**src/rtl/axis_rgb2gray_pkg.sv**
```systemverilog
// ---------------------------------------------------------------------------
// axis_rgb2gray_pkg
//   Shared definitions for the RGB-to-luma front end. The state, status and
//   error encodings match the ones the histogram core uses, so the two blocks
//   report through one scheme.
//   Contents: FSM state enum, status codes, error codes, luma coefficients,
//   rounding constant and a zero-extending 8x8 multiply helper.
// ---------------------------------------------------------------------------
package axis_rgb2gray_pkg;

  typedef enum logic [2:0] {
    ST_IDLE  = 3'd0,
    ST_RUN   = 3'd1,
    ST_FLUSH = 3'd2,
    ST_DONE  = 3'd3,
    ST_ERR   = 3'd4
  } state_e;

  localparam logic [1:0] STATUS_IDLE = 2'd0;
  localparam logic [1:0] STATUS_BUSY = 2'd1;
  localparam logic [1:0] STATUS_DONE = 2'd2;
  localparam logic [1:0] STATUS_ERR  = 2'd3;

  localparam logic [1:0] ERR_NONE          = 2'd0;
  localparam logic [1:0] ERR_EARLY_TLAST   = 2'd1;
  localparam logic [1:0] ERR_MISSING_TLAST = 2'd2;

  // Y = (77R + 150G + 29B + 128) >> 8
  localparam logic [7:0]  COEF_R   = 8'd77;
  localparam logic [7:0]  COEF_G   = 8'd150;
  localparam logic [7:0]  COEF_B   = 8'd29;
  localparam logic [15:0] LUMA_RND = 16'd128;

  function automatic logic [15:0] mul8x8(input logic [7:0] a, input logic [7:0] b);
    return {8'd0, a} * {8'd0, b};
  endfunction

endpackage

```
**src/rtl/axis_rgb2gray_mac.sv**
```systemverilog
// ---------------------------------------------------------------------------
// rgb2y_mac
//   Two-stage luma pipeline with a global enable and valid/last sideband.
//   Stage 1 registers the three weighted channel products; stage 2 registers
//   their rounded sum, whose upper byte is the luma value.
//   Ports:
//     clk, rst           clock, asynchronous active-high reset
//     en                 advance both stages this cycle
//     in_valid/in_last   sideband for the beat entering stage 1
//     in_data[23:0]      {R, G, B}
//     out_valid/out_last sideband leaving stage 2
//     out_y[7:0]         luma byte
// ---------------------------------------------------------------------------
module rgb2y_mac
  import axis_rgb2gray_pkg::*;
(
  input  logic        clk,
  input  logic        rst,
  input  logic        en,
  input  logic        in_valid,
  input  logic        in_last,
  input  logic [23:0] in_data,
  output logic        out_valid,
  output logic        out_last,
  output logic [7:0]  out_y
);

  // G product needs 16 bits (150*255 = 38250); all three share that width.
  logic [15:0] pr_q, pg_q, pb_q;
  logic [15:0] pr_d, pg_d, pb_d;
  logic        v1_q, l1_q;
  logic [15:0] sum_q, sum_d;
  logic        v2_q, l2_q;
  logic        unused_sum_lsbs;

  always_comb begin
    pr_d  = mul8x8(in_data[23:16], COEF_R);
    pg_d  = mul8x8(in_data[15:8],  COEF_G);
    pb_d  = mul8x8(in_data[7:0],   COEF_B);
    // Max 65408: the 16-bit sum cannot overflow.
    sum_d = pr_q + pg_q + pb_q + LUMA_RND;
  end

  always_ff @(posedge clk or posedge rst) begin
    if (rst) begin
      pr_q <= '0;
      pg_q <= '0;
      pb_q <= '0;
      v1_q <= 1'b0;
      l1_q <= 1'b0;
    end else if (en) begin
      pr_q <= pr_d;
      pg_q <= pg_d;
      pb_q <= pb_d;
      v1_q <= in_valid;
      l1_q <= in_valid & in_last;
    end
  end

  always_ff @(posedge clk or posedge rst) begin
    if (rst) begin
      sum_q <= '0;
      v2_q  <= 1'b0;
      l2_q  <= 1'b0;
    end else if (en) begin
      sum_q <= sum_d;
      v2_q  <= v1_q;
      l2_q  <= l1_q;
    end
  end

  assign out_valid       = v2_q;
  assign out_last        = l2_q;
  assign out_y           = sum_q[15:8];
  assign unused_sum_lsbs = ^sum_q[7:0];

endmodule

```
**src/rtl/axis_rgb2gray.sv**
```systemverilog
// ---------------------------------------------------------------------------
// axis_rgb2gray
//   Converts a 24-bit RGB AXI-Stream frame into an 8-bit luma stream for the
//   histogram core, checking the frame length against tlast.
//   Ports:
//     clk, rst         clock, asynchronous active-high reset
//     start            begin a frame from IDLE/DONE/ERR (ignored otherwise)
//     status[1:0]      0 idle, 1 busy, 2 done, 3 error
//     err_code[1:0]    0 none, 1 early tlast, 2 missing tlast
//     s_axis_*         RGB input stream {R,G,B}
//     m_axis_*         luma output stream; tlast marks the (possibly
//                      truncated) end of frame
// ---------------------------------------------------------------------------
module axis_rgb2gray
  import axis_rgb2gray_pkg::*;
#(
  parameter int unsigned W               = 256,
  parameter int unsigned H               = 256,
  parameter int unsigned TOTAL_PIXEL     = W * H,
  parameter int unsigned TOTAL_PIXEL_BIT = $clog2(TOTAL_PIXEL)
) (
  input  logic        clk,
  input  logic        rst,
  input  logic        start,
  output logic [1:0]  status,
  output logic [1:0]  err_code,
  input  logic [23:0] s_axis_tdata,
  input  logic        s_axis_tvalid,
  output logic        s_axis_tready,
  input  logic        s_axis_tlast,
  output logic [7:0]  m_axis_tdata,
  output logic        m_axis_tvalid,
  input  logic        m_axis_tready,
  output logic        m_axis_tlast
);

  localparam logic [TOTAL_PIXEL_BIT-1:0] LAST_IDX = TOTAL_PIXEL_BIT'(TOTAL_PIXEL - 1);

  state_e                     state_q, state_d;
  logic [TOTAL_PIXEL_BIT-1:0] cnt_q, cnt_d;
  logic [1:0]                 err_q, err_d;

  logic       en;
  logic       accept;
  logic       at_last;
  logic       term;
  logic       out_fire;
  logic       enter_run;
  logic       mac_valid;
  logic       mac_last;
  logic [7:0] mac_y;

  // Whole pipeline moves together whenever the output register can take data.
  assign en        = !mac_valid | m_axis_tready;
  assign accept    = s_axis_tvalid & s_axis_tready;
  assign at_last   = (cnt_q == LAST_IDX);
  // Any terminating beat (tlast or final index) closes the frame downstream.
  assign term      = s_axis_tlast | at_last;
  assign out_fire  = mac_valid & m_axis_tready & mac_last;
  assign enter_run = start & ((state_q == ST_IDLE) | (state_q == ST_DONE) | (state_q == ST_ERR));

  // ---- FSM: state register ----
  always_ff @(posedge clk or posedge rst) begin
    if (rst) state_q <= ST_IDLE;
    else     state_q <= state_d;
  end

  // ---- FSM: next state ----
  always_comb begin
    state_d = state_q;
    case (state_q)
      ST_IDLE, ST_DONE, ST_ERR: if (start) state_d = ST_RUN;
      ST_RUN:                   if (accept && term) state_d = ST_FLUSH;
      ST_FLUSH:                 if (out_fire) state_d = (err_q != ERR_NONE) ? ST_ERR : ST_DONE;
      default:                  state_d = ST_IDLE;
    endcase
  end

  // ---- FSM: outputs ----
  always_comb begin
    status        = STATUS_IDLE;
    s_axis_tready = 1'b0;
    case (state_q)
      ST_RUN: begin
        status        = STATUS_BUSY;
        s_axis_tready = en;
      end
      ST_FLUSH: status = STATUS_BUSY;
      ST_DONE:  status = STATUS_DONE;
      ST_ERR:   status = STATUS_ERR;
      default:  status = STATUS_IDLE;
    endcase
  end

  // ---- pixel counter and frame check ----
  always_comb begin
    cnt_d = cnt_q;
    err_d = err_q;
    if (enter_run) begin
      cnt_d = '0;
      err_d = ERR_NONE;
    end else if (accept) begin
      if (s_axis_tlast && !at_last)      err_d = ERR_EARLY_TLAST;
      else if (at_last && !s_axis_tlast) err_d = ERR_MISSING_TLAST;
      // Counter parks on the terminating index; acceptance stops there.
      if (!term) cnt_d = cnt_q + TOTAL_PIXEL_BIT'(1);
    end
  end

  always_ff @(posedge clk or posedge rst) begin
    if (rst) begin
      cnt_q <= '0;
      err_q <= ERR_NONE;
    end else begin
      cnt_q <= cnt_d;
      err_q <= err_d;
    end
  end

  assign err_code = err_q;

  // ---- datapath ----
  rgb2y_mac u_mac (
    .clk       (clk),
    .rst       (rst),
    .en        (en),
    .in_valid  (accept),
    .in_last   (term),
    .in_data   (s_axis_tdata),
    .out_valid (mac_valid),
    .out_last  (mac_last),
    .out_y     (mac_y)
  );

  assign m_axis_tdata  = mac_y;
  assign m_axis_tvalid = mac_valid;
  assign m_axis_tlast  = mac_last;

endmodule

```
**config.mk**
```make
export PLATFORM = sky130hd
export DESIGN_NAME = axis_rgb2gray
export DESIGN_NICKNAME = d
export VERILOG_FILES = /design/src/rtl/axis_rgb2gray_pkg.sv /design/src/rtl/axis_rgb2gray_mac.sv /design/src/rtl/axis_rgb2gray.sv
export SDC_FILE = /design/constraint.sdc
export NUM_CORES = 1
export LEC_CHECK = 0
export ABC_AREA = 1
export CORE_MARGIN = 1
export CORE_UTILIZATION = 40
export CTS_CLUSTER_SIZE = 12
export DETAILED_ROUTE_END_ITERATION = 8
export PLACE_DENSITY_LB_ADDON = 0.15
export REMOVE_ABC_BUFFERS = 1
export SYNTH_ARGS = -nofsm -noshare
export SYNTH_HDL_FRONTEND = slang
export SYNTH_SLANG_ARGS = --single-unit
export TNS_END_PERCENT = 20
```
**constraint.sdc**
```tcl
create_clock -name clk -period 3.3 [get_ports clk]
set_input_delay 0.825 -clock clk [delete_from_list [all_inputs] [get_ports clk]]
set_output_delay 0.825 -clock clk [all_outputs]
set_load 0.02 [all_outputs]
```
=== Yosys cells after proc, flatten, opt, wreduce, memory -nomap -nowiden ===
Cells that the tools add are included.

* Divide/modulo/power cells: 0
* Add/sub/neg operators: 4
* Shift operators: 0
* $lt $le $gt $ge: 0
* Mux-type cells: 14
* Reductions and logical operators: 15
* Eq/ne operators: 9
* Bitwise logic cells: 9
* Multipliers: 3

{| class="wikitable"
|+ Operators with widths
! operator !! count
|-
| $mux 16 || 3
|-
| $mul 8x7->15 const B || 2
|-
| $add 15x16->16 || 1
|-
| $add 16x1->16 const B || 1
|-
| $add 16x13->16 || 1
|-
| $add 16x8->16 const B || 1
|-
| $eq 16x16->1 const B || 1
|-
| $mul 8x5->13 const B || 1
|-
| $mux 3 || 4
|-
| $pmux 3 s3 || 1
|-
| $mux 2 || 4
|-
| $eq 3x2->1 const B || 2
|-
| $ne 2x2->1 const B || 3
|-
| $pmux 2 s3 || 1
|-
| $and 1x1->1 || 5
|-
| $or 1x1->1 || 4
|-
| $reduce_and 2->1 || 2
|-
| $reduce_bool 2->1 || 2
|-
| $eq 3x1->1 const B || 1
|-
| $eq 3x3->1 const B || 1
|-
| $logic_and 1x1->1 || 3
|-
| $logic_not 1->1 || 3
|-
| $logic_not 3->1 || 1
|-
| $reduce_and 3->1 || 1
|-
| 5 further kinds || 5
|}

* Bits in latches: 0
* ROM bits: 0
* Memory bits (writable): 0
* Input port bits: 30
* Memories kept: 0
* Flip-flop bits (word level): 84

=== Logic depth before layout (Yosys ltp) ===
Gate-level depths: netlist of the first run.

* Depth in word-level cells: 7
* Mapped depth: 16
* Depth with buffers taken out: 16

=== By module ===
From an unflattened synthesis of the first run, not the netlist that was laid out.

* Cells, all modules: 1,016
* Area total of the unflattened synthesis: 7,704.9 µm²

{| class="wikitable"
|+ Modules (own cells, without submodules)
! module !! cells each !! area an instance (µm²) !! times used
|-
| rgb2y_mac || 819 || 6,306.0 || 1
|-
| axis_rgb2gray || 197 || 1,398.8 || 1
|}

=== Worst setup path after synthesis of the first run ===
Ideal clock, no wire load.

* Kind: input to register
* Start: input s_axis_tdata[12]
* End: register u_mac.pg_q[11]
* Setup time: 0.130 ns
* Arrival: 3.360 ns
* Buffers on the path: 0
* Stages: 13
* Path slack: -0.191 ns
* Data required time: 3.170 ns
* Cell sequence: ha_1 -> ha_1 -> inv_1 -> fa_1 -> fa_1 -> inv_1 -> ha_1 -> a21oi_1 -> nor2_1 -> nor2_1 -> nand2_1 -> o21ai_0 -> o21ai_1

* Longest elaborated chain between the ends: 1

{| class="wikitable"
|+ Ends and longest elaborated chain
! element !! line !! source
|-
| from (decl) || axis_rgb2gray.sv:27 || <nowiki>input logic [23:0] s_axis_tdata,</nowiki>
|-
| $mul 8x7->15 || axis_rgb2gray_pkg.sv:35 || <nowiki>return {8'd0, a} * {8'd0, b};</nowiki>
|-
| to (signal assigned) || axis_rgb2gray_mac.sv:53 || <nowiki>pg_q <= pg_d;</nowiki>
|-
| to (decl) || axis_rgb2gray_mac.sv:29 || <nowiki>logic [15:0] pr_q, pg_q, pb_q;</nowiki>
|}

Every way passes these cells.
A chain may end at the register's enable or synchronous reset.

=== Final worst setup path of the first run ===
* Start: input s_axis_tdata[12]
* End: register u_mac.pg_q[9]

The elaborated chain is that of the path after synthesis.

==> results of run 1 <==
## cell usage after synthesis
library cell    n
and2_1          1
buf_2           2
or2_2           2
buf_6           1
buf_1           2
nand4_1        12
inv_2           6
nor2_4          2
nand2_1       274
a21oi_1        35
o22ai_1         7
o21ai_1        19
nand2_2         2
inv_1         188
clkbuf_1        8
nand3_1        83
nand3b_1        4
dfrtp_1        76
o21bai_1        6
xnor2_1         7
nor2_8          2
nor3_1          7
nor2_1         60
nand2_4         1
a211oi_1        2
nor3_2          1
buf_4           1
fa_1           38
ha_1          126
a31oi_1         1
xor2_1         14
a22oi_1         1
a21boi_0        1
a21o_1          1
o21ai_0        23
nand3_2         2
## layer usage
| metal | routed length, um | GRT usage, % | up-vias |
|---|---|---|---|
| li1 | - | - | 3486 |
| met1 | 8740 | 25.4 | 3045 |
| met5 | 0 | 0 | - |
| met4 | 210 | 5.09 | 0 |
| met2 | 8330 | 32.6 | 61 |
| met3 | 296 | 2.87 | 17 |
## critical path: stages
cell	delay, ps
clkbuf_2	110
ha_4	250
ha_4	250
inv_2	30
fa_1	470
fa_1	540
inv_2	50
ha_4	270
a21oi_4	200
buf_4	140
buf_4	90
nand2_1	60
nor2_1	90
o22ai_1	80
## path summary, 6_finish.rpt
path | startpoint | endpoint | slack, ps | cells past startpoint
min in group asynchronous | rst | state_q[0]$_DFFE_PP0P_ | 870 | 2
hold reg to reg | u_mac.v1_q$_DFFE_PP0N_ | u_mac.out_valid$_DFFE_PP0N_ | 460 | 2
setup / recovery | s_axis_tdata[12] | u_mac.pg_q[9]$_DFFE_PP0N_ | 60 | 14
max in group asynchronous | rst | u_mac.pb_q[9]$_DFFE_PP0N_ | 1780 | 3
setup reg to reg | u_mac.pb_q[10]$_DFFE_PP0N_ | u_mac.sum_q[11]$_DFFE_PP0N_ | 600 | 12
hold / removal | u_mac.v1_q$_DFFE_PP0N_ | u_mac.out_valid$_DFFE_PP0N_ | 460 | 2
## cells by family after synthesis
family,count (synthesis)
compound gates,96
simple gates,453
buf+inv,208
xor+xnor,21
flops,76
fa+ha+maj,164
## metrics by stage
step	instance area (sq um)	utilization (%)
floorplan	7610	-
finish	9880	52.6
global placement	9000	48.0
global route	9880	52.6
detailed placement	9000	48.0
CTS	9580	51.0
## sequential cells by signal, indices dropped and copies added (netlist names)
register,cells
u_mac.sum_q,8
u_mac.l1_q,1
u_mac.pb_q,13
u_mac.v1_q,1
err_code,2
state_q,3
cnt_q,16
u_mac.out_valid,1
u_mac.pr_q,15
u_mac.pg_q,15
u_mac.out_last,1
## repair_timing
item / in CTS / in global routing
pin swaps: 33 / 46
setup buffers: 1 / 3
cloned: 0 / 0
endpoints found under the hold margin: 0 / 0
resized for setup: 81 / 88
setup endpoints to repair: 24 / 24
## power groups by stage
stage / logic (mW) / clock network (mW) / registers (mW)
3_5_place_dp: 6.56 / 0 / 1.52
4_1_cts: 6.89 / 0.984 / 1.51
2_1_floorplan: 4.70 / 0 / 1.55
6_report: 7.09 / 0.957 / 1.51
3_3_place_gp: 6.53 / 0 / 1.51
5_1_grt: 8.22 / 1.01 / 1.54
## area by class of cell
type | count | area share (%)
clock buffers | 14 | 2.87
clock inverters | 1 | 0.0507
inverters | 194 | 7.38
flip-flops and latches | 76 | 19.2
well taps | 234 | 2.96
repair buffers | 131 | 11.1
multi-input cells | 734 | 56.4
==> results by group, run 1 <==
Power
  – Peak VDD IR: 0.000555 V
  – Psw: 4.76 mW
  – Pint: 4.79 mW
  – Reg power frac: 15.8%
  – Leak: 5.36 nW
  – Clock share of power: 10.0%
  – PD cells: 967 mW/mm^2
  – Final Power: 9.55 mW
  – Switching Fraction: 49.8%
  – Comb pwr share: 74.2%

Finish
  – Share of cells above drive strength 1: 20.1%
  – Register Area: 0.00190 sq mm
  – Nets: 1,340
  – Syn-to-layout area delta: 28.7%
  – Filler Cell Count: 1,806
  – Area of the multi-input gates: 0.00558 sq mm
  – Most frequent cells in the layout: nand2_1, inv_1, ha_1
  – Most common cell after layout, fill and taps aside: nand2_1
  – Antenna cell count: 0
  – Non-filler cells, final: 1,384

Setup path
  – CP Data Required Time: 3520 ps
  – CP arrival: 3460 ps
  – Setup crit start kind: input pin
  – Crit end category: flop
  – Worst setup path category: in2reg
  – Critical-path maximum fanout: 4

Yosys
  – Xor/xnor share of the synthesized area: 2.39%
  – Top cells by area, synth: dfrtp_1, ha_1, nand2_1
  – Synth Area in Adders: 30.4%
  – Unique masters post-synth: 36
  – Syn Area/Cell: 7.54 sq um
  – Syn Inst Count: 1,018
  – Synth area leader: dfrtp_1
  – Post-synthesis mux area share: 0%
  – Largest family of logic cells by synthesized area: adder cells
  – Simple-Gate Fraction of Synth Area: 25.3%
  – Complex-gate fraction of the synthesized area: 6.74%
  – Register bit total from synthesis: 76
  – Synth Cell Area: 0.00768 sq mm
  – Synth top area share: 24.8%
  – Seq/Total Area, Yosys: 24.8%
  – Synth warn: 0

Clocking
  – Buffer depth of the longest clock path: 2
  – Total number of H-tree levels: 3
  – Inserted Clock Buffers: 9
  – Clock Pin Slew Worst Setup and Hold Paths: 60 ps
  – Clock sinks: 76
  – Cts-stage hold buffer count: 0
  – Clock latency on the worst-skew pair: 350 ps
  – CTS tree: yes
  – CTS Root Cell: clkbuf_16

Place
  – IO buf count: 44
  – Placer Congestion: 0.864
  – HPWL after DPL: 13,700 um
  – Pre-CTS setup slack: -839 ps
  – Placed cells: 1,365

STA
  – Final setup fails: 0
  – Worst Skew: 4.70 ps
  – Worst-Margin Slew: 677 ps
  – Final min period: 3240 ps
  – Fmax: 309 MHz
  – RSZ-0062 raised after global routing: true
  – Final worst setup slack: 59.4 ps
  – Period utilization: 98.2%
  – Endpoints failing hold: 0
  – Post-Route Setup TNS: 0 ps
  – Final Slew Violations: 0
  – WHS: 455 ps
  – Slew headroom: 54.8%

Route
  – Drt drc: 0
  – Total wire length: 17,600 um
  – DR vias: 6,609
  – DR iter-0 viols: 269
  – WL per Instance: 12.7 um
  – Post-DR vias/cell: 4.78
  – Drt first pass iters: 4
  – Antenna-violating nets left: 0

Die
  – Die Y: 141 um
  – Core Region: 0.0188 sq mm
  – Die W: 141 um
  – I/O pin cnt: 45
  – # rows: 50
  – Initial Util: 40.9%
  – DIE AREA: 0.0198 sq mm

Run
  – MaxCap Viol Count: 0

GRT
  – Number of global-route vias before repair: 6,501
  – Antenna violations before repair: 0
  – Congestion Overflow GR: 0
  – Total GRT Usage: 19.2%
  – Largest net degree at the start of global routing: 47
  – First-pass GRT wire length: 30,300 um

Status
  – Status: finished clean

Hold path
  – Hold WC Path Type: reg2reg
(Power assumes the default switching activity.)
==> inputs of run 2 (changes only) <==
--- a/config.mk
+++ b/config.mk
@@ -8,6 +8,7 @@
 export ABC_AREA = 1
 export CORE_MARGIN = 1
 export CORE_UTILIZATION = 40
+export CTS_CLUSTER_DIAMETER = 150
 export CTS_CLUSTER_SIZE = 12
 export DETAILED_ROUTE_END_ITERATION = 8
 export PLACE_DENSITY_LB_ADDON = 0.15
==> results of run 2 <==
The final DEF is identical to that of run 1; final timing and power are the same.
